--- src/rtl/dirty_tracker_array_pkg.sv ---
// -----------------------------------------------------------------------------
// dirty_tracker_array_pkg
// Shared types for the per-way dirty-bit tracker of the set-associative
// data cache.
//   dirty_trk_state_t : flush scanner state (IDLE -> SCAN -> DONE -> IDLE)
//   DT_WAYS_DEF / DT_INDEX_WIDTH_DEF : default geometry (2 ways, 8 sets)
// -----------------------------------------------------------------------------
package dirty_tracker_array_pkg;

   localparam int DT_WAYS_DEF        = 2;
   localparam int DT_INDEX_WIDTH_DEF = 3;

   typedef enum logic [1:0] {
      DT_IDLE = 2'd0,
      DT_SCAN = 2'd1,
      DT_DONE = 2'd2
   } dirty_trk_state_t;

endpackage : dirty_tracker_array_pkg

--- src/rtl/dirty_tracker_array_if.sv ---
// -----------------------------------------------------------------------------
// dirty_tracker_array_if
// Bundle between the cache controller (master) and the dirty tracker (slave).
//   host side  : index, way, set_dirty, clear_dirty -> dirty_out
//   flush side : flush_req, flush_ready -> flush_valid, flush_index,
//                flush_way, flush_done, busy
//   dirty_count: present only when DIRTY_TRACKER_COUNT_EN is defined
// -----------------------------------------------------------------------------
interface dirty_tracker_array_if #(
   parameter int WAYS        = 2,
   parameter int INDEX_WIDTH = 3
);
   localparam int WAY_WIDTH = $clog2(WAYS);

   logic [INDEX_WIDTH-1:0] index;
   logic [WAY_WIDTH-1:0]   way;
   logic                   set_dirty;
   logic                   clear_dirty;
   logic [WAYS-1:0]        dirty_out;
   logic                   flush_req;
   logic                   flush_valid;
   logic [INDEX_WIDTH-1:0] flush_index;
   logic [WAY_WIDTH-1:0]   flush_way;
   logic                   flush_ready;
   logic                   flush_done;
   logic                   busy;
`ifdef DIRTY_TRACKER_COUNT_EN
   logic [INDEX_WIDTH+WAY_WIDTH:0] dirty_count;

   modport master (
      output index, way, set_dirty, clear_dirty, flush_req, flush_ready,
      input  dirty_out, flush_valid, flush_index, flush_way, flush_done, busy,
             dirty_count
   );
   modport slave (
      input  index, way, set_dirty, clear_dirty, flush_req, flush_ready,
      output dirty_out, flush_valid, flush_index, flush_way, flush_done, busy,
             dirty_count
   );
`else
   modport master (
      output index, way, set_dirty, clear_dirty, flush_req, flush_ready,
      input  dirty_out, flush_valid, flush_index, flush_way, flush_done, busy
   );
   modport slave (
      input  index, way, set_dirty, clear_dirty, flush_req, flush_ready,
      output dirty_out, flush_valid, flush_index, flush_way, flush_done, busy
   );
`endif

endinterface : dirty_tracker_array_if

--- src/rtl/dirty_tracker_array_scan_ptr.sv ---
// -----------------------------------------------------------------------------
// dirty_scan_ptr
// (set, way) walk pointer for the flush scanner. Way is the low field so the
// walk is set-major: way increments first, then set.
//   clk, reset : clock, synchronous active-high reset
//   clr        : return pointer to (0, 0)
//   inc        : advance to the next entry
//   set_idx    : current set
//   way_idx    : current way
//   last       : pointer is at (SETS-1, WAYS-1)
// -----------------------------------------------------------------------------
module dirty_scan_ptr #(
   parameter int WAYS        = 2,
   parameter int INDEX_WIDTH = 3
) (
   input  logic                         clk,
   input  logic                         reset,
   input  logic                         clr,
   input  logic                         inc,
   output logic [INDEX_WIDTH-1:0]       set_idx,
   output logic [$clog2(WAYS)-1:0]      way_idx,
   output logic                         last
);
   localparam int WAY_WIDTH = $clog2(WAYS);
   localparam int PW        = INDEX_WIDTH + WAY_WIDTH;

   logic [PW-1:0] ptr;

   always_ff @(posedge clk) begin
      if (reset || clr) ptr <= '0;
      else if (inc)     ptr <= ptr + PW'(1);
   end

   assign {set_idx, way_idx} = ptr;
   assign last               = &ptr;

endmodule : dirty_scan_ptr

--- src/rtl/dirty_tracker_array.sv ---
// -----------------------------------------------------------------------------
// dirty_tracker_array
// Per-way dirty-bit store with a built-in flush scanner. The scanner walks
// every (set, way), presents each dirty entry on a valid/ready handshake and
// clears it when the controller accepts it.
//   clk   : rising-edge clock
//   reset : synchronous, active-high
//   bus   : dirty_tracker_array_if.slave (host writes, dirty_out, flush
//           handshake, flush_done, busy, optional dirty_count)
// Build option: DIRTY_TRACKER_COUNT_EN adds a dirty-entry counter, the
// dirty_count output and early termination of the scan when nothing is dirty.
// -----------------------------------------------------------------------------
module dirty_tracker_array
   import dirty_tracker_array_pkg::*;
#(
   parameter int WAYS        = DT_WAYS_DEF,
   parameter int INDEX_WIDTH = DT_INDEX_WIDTH_DEF
) (
   input  logic                  clk,
   input  logic                  reset,
   dirty_tracker_array_if.slave  bus
);
   localparam int WAY_WIDTH = $clog2(WAYS);
   localparam int SETS      = 2 ** INDEX_WIDTH;

   dirty_trk_state_t       state;
   logic [WAYS-1:0]        bits [SETS];
   logic [INDEX_WIDTH-1:0] ptr_set;
   logic [WAY_WIDTH-1:0]   ptr_way;
   logic                   ptr_last;
   logic                   ptr_clr;
   logic                   ptr_inc;
   logic                   cur_dirty;
   logic                   accept;
   logic                   scan_end;
   logic                   host_set;
   logic                   host_clr;
   logic                   host_bit;

`ifdef DIRTY_TRACKER_COUNT_EN
   localparam int CW = INDEX_WIDTH + WAY_WIDTH + 1;
   logic [CW-1:0] count;
`endif

   dirty_scan_ptr #(
      .WAYS        (WAYS),
      .INDEX_WIDTH (INDEX_WIDTH)
   ) u_ptr (
      .clk     (clk),
      .reset   (reset),
      .clr     (ptr_clr),
      .inc     (ptr_inc),
      .set_idx (ptr_set),
      .way_idx (ptr_way),
      .last    (ptr_last)
   );

   // NOTE: combinational logic uses blocking '=' with every signal given a
   // value up front, so no path through the block can infer a latch.
   always_comb begin
      cur_dirty = bits[ptr_set][ptr_way];
      accept    = (state == DT_SCAN) && cur_dirty && bus.flush_ready;
      ptr_clr   = (state != DT_SCAN);
      // A clean entry advances at once; a dirty one waits for acceptance.
      ptr_inc   = (state == DT_SCAN) && (!cur_dirty || bus.flush_ready);
`ifdef DIRTY_TRACKER_COUNT_EN
      scan_end  = (state == DT_SCAN) && ((count == '0) || (ptr_inc && ptr_last));
`else
      scan_end  = ptr_inc && ptr_last;
`endif
      // Host writes only land while idle; set wins over clear.
      host_set  = (state == DT_IDLE) && bus.set_dirty;
      host_clr  = (state == DT_IDLE) && bus.clear_dirty && !bus.set_dirty;
      host_bit  = bits[bus.index][bus.way];
   end

   // NOTE: the bit array is cleared by reset because a flush after reset must
   // see a clean cache; sequential state is updated with non-blocking '<='.
   always_ff @(posedge clk) begin
      if (reset) begin
         state <= DT_IDLE;
         for (int s = 0; s < SETS; s++) bits[s] <= '0;
      end else begin
         case (state)
            DT_IDLE: if (bus.flush_req) state <= DT_SCAN;
            DT_SCAN: if (scan_end)      state <= DT_DONE;
            DT_DONE:                    state <= DT_IDLE;
            default:                    state <= DT_IDLE;
         endcase

         if (host_set)      bits[bus.index][bus.way] <= 1'b1;
         else if (host_clr) bits[bus.index][bus.way] <= 1'b0;

         if (accept) bits[ptr_set][ptr_way] <= 1'b0;
      end
   end

`ifdef DIRTY_TRACKER_COUNT_EN
   // Counts only real bit transitions; host writes and accepts never coincide
   // because host writes are blocked outside IDLE.
   always_ff @(posedge clk) begin
      if (reset)                                count <= '0;
      else if (host_set && !host_bit)           count <= count + CW'(1);
      else if ((host_clr && host_bit) || accept) count <= count - CW'(1);
   end

   assign bus.dirty_count = count;
`endif

   assign bus.dirty_out   = bits[bus.index];
   assign bus.flush_valid = (state == DT_SCAN) && cur_dirty;
   assign bus.flush_index = ptr_set;
   assign bus.flush_way   = ptr_way;
   assign bus.flush_done  = (state == DT_DONE);
   assign bus.busy        = (state != DT_IDLE);

endmodule : dirty_tracker_array
--- src/flat_wrapper.sv ---
// flat-port wrapper written by rule: the top's interface ports become plain ports
module dirty_tracker_array_flat import dirty_tracker_array_pkg::*;
#(
   parameter int WAYS        = DT_WAYS_DEF,
   parameter int INDEX_WIDTH = DT_INDEX_WIDTH_DEF
)
  (clk, reset, bus_index, bus_way, bus_set_dirty, bus_clear_dirty, bus_flush_req, bus_flush_ready, bus_dirty_out, bus_flush_valid, bus_flush_index, bus_flush_way, bus_flush_done, bus_busy);
  dirty_tracker_array_if #(.WAYS(WAYS), .INDEX_WIDTH(INDEX_WIDTH)) bus_i ();
  input  logic clk;
  input  logic reset;
  input wire logic [$bits(bus_i.index)-1:0] bus_index;
  input wire logic [$bits(bus_i.way)-1:0] bus_way;
  input wire logic [$bits(bus_i.set_dirty)-1:0] bus_set_dirty;
  input wire logic [$bits(bus_i.clear_dirty)-1:0] bus_clear_dirty;
  input wire logic [$bits(bus_i.flush_req)-1:0] bus_flush_req;
  input wire logic [$bits(bus_i.flush_ready)-1:0] bus_flush_ready;
  output wire logic [$bits(bus_i.dirty_out)-1:0] bus_dirty_out;
  output wire logic [$bits(bus_i.flush_valid)-1:0] bus_flush_valid;
  output wire logic [$bits(bus_i.flush_index)-1:0] bus_flush_index;
  output wire logic [$bits(bus_i.flush_way)-1:0] bus_flush_way;
  output wire logic [$bits(bus_i.flush_done)-1:0] bus_flush_done;
  output wire logic [$bits(bus_i.busy)-1:0] bus_busy;
  assign bus_i.index = bus_index;
  assign bus_i.way = bus_way;
  assign bus_i.set_dirty = bus_set_dirty;
  assign bus_i.clear_dirty = bus_clear_dirty;
  assign bus_i.flush_req = bus_flush_req;
  assign bus_i.flush_ready = bus_flush_ready;
  assign bus_dirty_out = bus_i.dirty_out;
  assign bus_flush_valid = bus_i.flush_valid;
  assign bus_flush_index = bus_i.flush_index;
  assign bus_flush_way = bus_i.flush_way;
  assign bus_flush_done = bus_i.flush_done;
  assign bus_busy = bus_i.busy;
  dirty_tracker_array #(.WAYS(WAYS), .INDEX_WIDTH(INDEX_WIDTH)) u_core (.clk(clk), .reset(reset), .bus(bus_i));
endmodule
--- config.mk ---
export PLATFORM = sky130hd
export DESIGN_NAME = dirty_tracker_array_flat
export DESIGN_NICKNAME = d
export VERILOG_FILES = /design/src/rtl/dirty_tracker_array_pkg.sv /design/src/rtl/dirty_tracker_array_if.sv /design/src/rtl/dirty_tracker_array_scan_ptr.sv /design/src/rtl/dirty_tracker_array.sv /design/src/flat_wrapper.sv
export SDC_FILE = /design/constraint.sdc
export NUM_CORES = 1
export LEC_CHECK = 0
export BUFFER_PORTS_ARGS = -buffer_cell sky130_fd_sc_hd__buf_2
export CAP_MARGIN = 25
export CORE_UTILIZATION = 50
export DETAILED_ROUTE_END_ITERATION = 10
export GPL_TIMING_DRIVEN = 1
export PLACE_DENSITY = 0.8
export SLEW_MARGIN = 25
export SYNTH_ARGS = -nofsm -noshare
export SYNTH_HDL_FRONTEND = slang
export SYNTH_SLANG_ARGS = --single-unit
--- constraint.sdc ---
create_clock -name clk -period 2.6 [get_ports clk]
set_input_delay 0.39 -clock clk [delete_from_list [all_inputs] [get_ports clk]]
set_output_delay 0.39 -clock clk [all_outputs]
set_load 0.01 [all_outputs]
==> impl_metrics.py <==
metrics = {
    "finish": {
        "diodes": 0,
        "nets": 193,
        "layout.cells.non_filler": 225,
        "drive_gt1_share_pct": 28.2,
        "area_growth_pct": 8.64,
        "seqCellArea_um2": 663,
        "fillerInstances": 272,
        "multiInputGateArea_um2": 942,
        "final_area_mm2": 0.00183,
    },
    "pwr": {
        "ir_worst_vdd_v": 0.000284,
        "clkPwrFrac_pct": 22.4,
        "p_int_w": 0.000568,
        "net-switching-power_w": 0.000227,
        "switching_share_pct": 28.6,
        "power.density_mw_per_mm2": 435,
        "power_frac_seq_pct": 56.7,
        "p_total_w": 0.000794,
        "combPwrFrac_pct": 20.9,
        "p_leak_nw": 0.642,
    },
    "routing": {
        "drtAntennaViolNets": 0,
        "viasPerCell": 6.18,
        "route.vias.total": 1391,
        "wl_um": 3990,
        "drc": 0,
        "drt-initial-drc-count": 68,
        "drt-pass1-iter-count": 4,
        "post_drt_wl_per_cell_um": 17.7,
    },
    "grt": {
        "grt_max_degree": 14,
        "antenna_found_initial": 0,
        "overflow": 0,
        "grt_busiest_layer": "met2",
        "use_met2_pct": 41.6,
        "grt_pass1_wl_um": 6560,
        "grt_pass1_vias": 1415,
        "use_met3_pct": 2.60,
        "grt_usage_pct": 25.1,
        "grt_util_met1_pct": 32.2,
    },
    "worst_hold_path": {
        "whs_path_depth": 2,
        "min_from": "bus_flush_req",
        "holdPathEnd": "u_core.state[0]",
        "min_path_type": "input pin to flop",
    },
    "critical_path": {
        "ff2ff_path_depth": 6,
        "crit_type": "flop to output pin",
        "worst_setup_path_end_kind": "output pin",
        "required_ns": 2.21,
        "arrival_ns": 2.06,
        "reg2reg_from": "u_core.state[0]",
        "r2r_end": "u_core.bits[1][0]",
        "critPathMaxFanout": 6,
        "rrSetupSlack_ns": 0.33,
        "start_kind": "flop",
    },
    "sta": {
        "hold_violations": 0,
        "fin_crit_sh_pct": 94.2,
        "worst_pin_slew_ns": 0.438,
        "clock_skew_ns": 0.00463,
        "whs_ns": 0.306,
        "fin_tns_setup_ns": 0,
        "relSlewSlack_pct": 70.6,
        "rsz0062_at_grt": "false",
        "fin_crit_ns": 2.45,
        "max_freq_ghz": 0.408,
        "finalSetupViolations": 0,
        "drv_slew": 0,
    },
    "synthesis": {
        "syn_area_mm2": 0.00168,
        "async_flop_share_pct": 0,
        "avgSynthCellArea_um2": 10.2,
        "synth_seq_area_share_pct": 39.3,
        "synth_ff_type": "edfxtp_1",
        "synth-edff-count": 16,
        "yosysWarnings": 0,
        "ys_types": 48,
        "synth_seq_cells": 25,
        "syn_inst": 165,
        "syn-num-nets": 176,
    },
    "placement": {
        "numPortBuffers": 18,
        "gp_congestion": 0.958,
        "dp.cells": 221,
        "place_area_mm2": 0.00179,
        "dp_hpwl_um": 3020,
    },
    "run_status": {
        "status": "complete, no violations",
    },
    "clock_network": {
        "cts_tree": "built",
        "cts_made_buffers": 3,
        "cts_htree_levels": 1,
        "cts_root_buf": "clkbuf_4",
        "clock_latency_ns": 0.32,
        "clkSinkCount": 25,
        "clkTransAtPathRegs_ns": 0.13,
        "cts_buffer_depth": 2,
    },
    "die": {
        "fp.coreArea_mm2": 0.00313,
        "die_h_um": 60.0,
        "dieArea_mm2": 0.00360,
        "die_w_um": 60.0,
        "io_pins": 19,
        "num_rows": 20,
        "initial_core_util_pct": 53.7,
    },
    "run": {
        "cap_viol_max_count": 0,
    },
}
synth_stat cells, types with 4 or more instances:
cell type / count / share of area [%]
nor2_1: 36 / 8.0
edfxtp_1: 16 / 29
dfxtp_1: 9 / 11
a21boi_1: 8 / 3.6
nand2_1: 8 / 1.8
clkbuf_1: 5 / 1.1
inv_1: 5 / 1.1
mux2i_1: 5 / 3.0
mux4_2: 5 / 6.7
nor3_1: 5 / 1.5
nor3b_1: 5 / 2.2
a21oi_1: 4 / 1.2
buf_6: 4 / 2.7
o21ai_0: 4 / 1.2
cells by family (layout without fill, tap and decap cells):
| logic type | after synthesis | in the layout | share of synthesized area, % |
|---|---|---|---|
| simple gates | 78 | 78 | 24.2 |
| compound gates | 33 | 33 | 19.0 |
| flops | 25 | 25 | 39.3 |
| buf+inv | 15 | 31 | 5.21 |
| mux | 12 | 12 | 11.0 |
| fa+ha+maj | 1 | 1 | 0.744 |
| xor+xnor | 1 | 1 | 0.521 |
placed cells by master (no fill, tap or decap), drive strengths merged, types with 6 or more instances in the layout:
cell / n
nand2: 9
a21boi: 8
buf: 22
dfxtp: 9
edfxtp: 16
nor3b: 6
nor2: 38
area by class of cell:
cell class | count | share of cell area (%)
Multi-Input combinational cell | 125 | 51.6
Sequential cell | 25 | 36.3
Timing Repair Buffer | 22 | 6.58
Tap cell | 44 | 3.02
Clock buffer | 4 | 1.44
Inverter | 5 | 1.03
repair_timing:
item                                    4_1_cts  5_1_grt
endpoints found under the setup margin        1        1
setup buffers                                 0        0
resized for setup                             1        3
hold buffers                                  0        0
pin swaps                                     0        0
critical path: stages (launching register included):
cell and delay (ns):
dfxtp_2 0.37, mux4_2 0.35, nor2_2 0.04, or3_4 0.44, and2_2 0.21, nor3b_1 0.18, buf_2 0.16
layer usage:
metal / wire length, um / up-vias
met5: 0 / -
met2: 1870 / 89
met1: 1560 / 639
met4: 167 / 0
li1: - / 642
met3: 385 / 21
how the worst max path moves through the flow:
| stage | endpoint |
|---|---|
| finish | bus_flush_valid |
| CTS | bus_flush_valid |
| global route | bus_flush_valid |
| floorplan | bus_flush_valid |
| detailed placement | u_core.bits[1][0] |
| global placement | u_core.bits[0][0] |
stage by stage:
| step | utilization [%] | setup slack (ns) |
|---|---|---|
| after floorplan | - | 0.433 |
| after global placement | 57.1 | 0.189 |
| after detailed placement | 57.1 | 0.192 |
| after CTS | 58.0 | 0.00762 |
| after global routing | 58.4 | 0.0452 |
| final | 58.4 | 0.150 |
power groups by stage:
| stage | Clock (W) | Sequential (W) | Combinational [W] |
|---|---|---|---|
| after CTS | 0.000170 | 0.000450 | 0.000162 |
| after floorplan | 0 | 0.000456 | 0.000116 |
| after global routing | 0.000189 | 0.000452 | 0.000179 |
| after global placement | 0 | 0.000458 | 0.000156 |
| final | 0.000178 | 0.000451 | 0.000166 |
| after detailed placement | 0 | 0.000460 | 0.000161 |
Power figures use the tool's default switching activity.
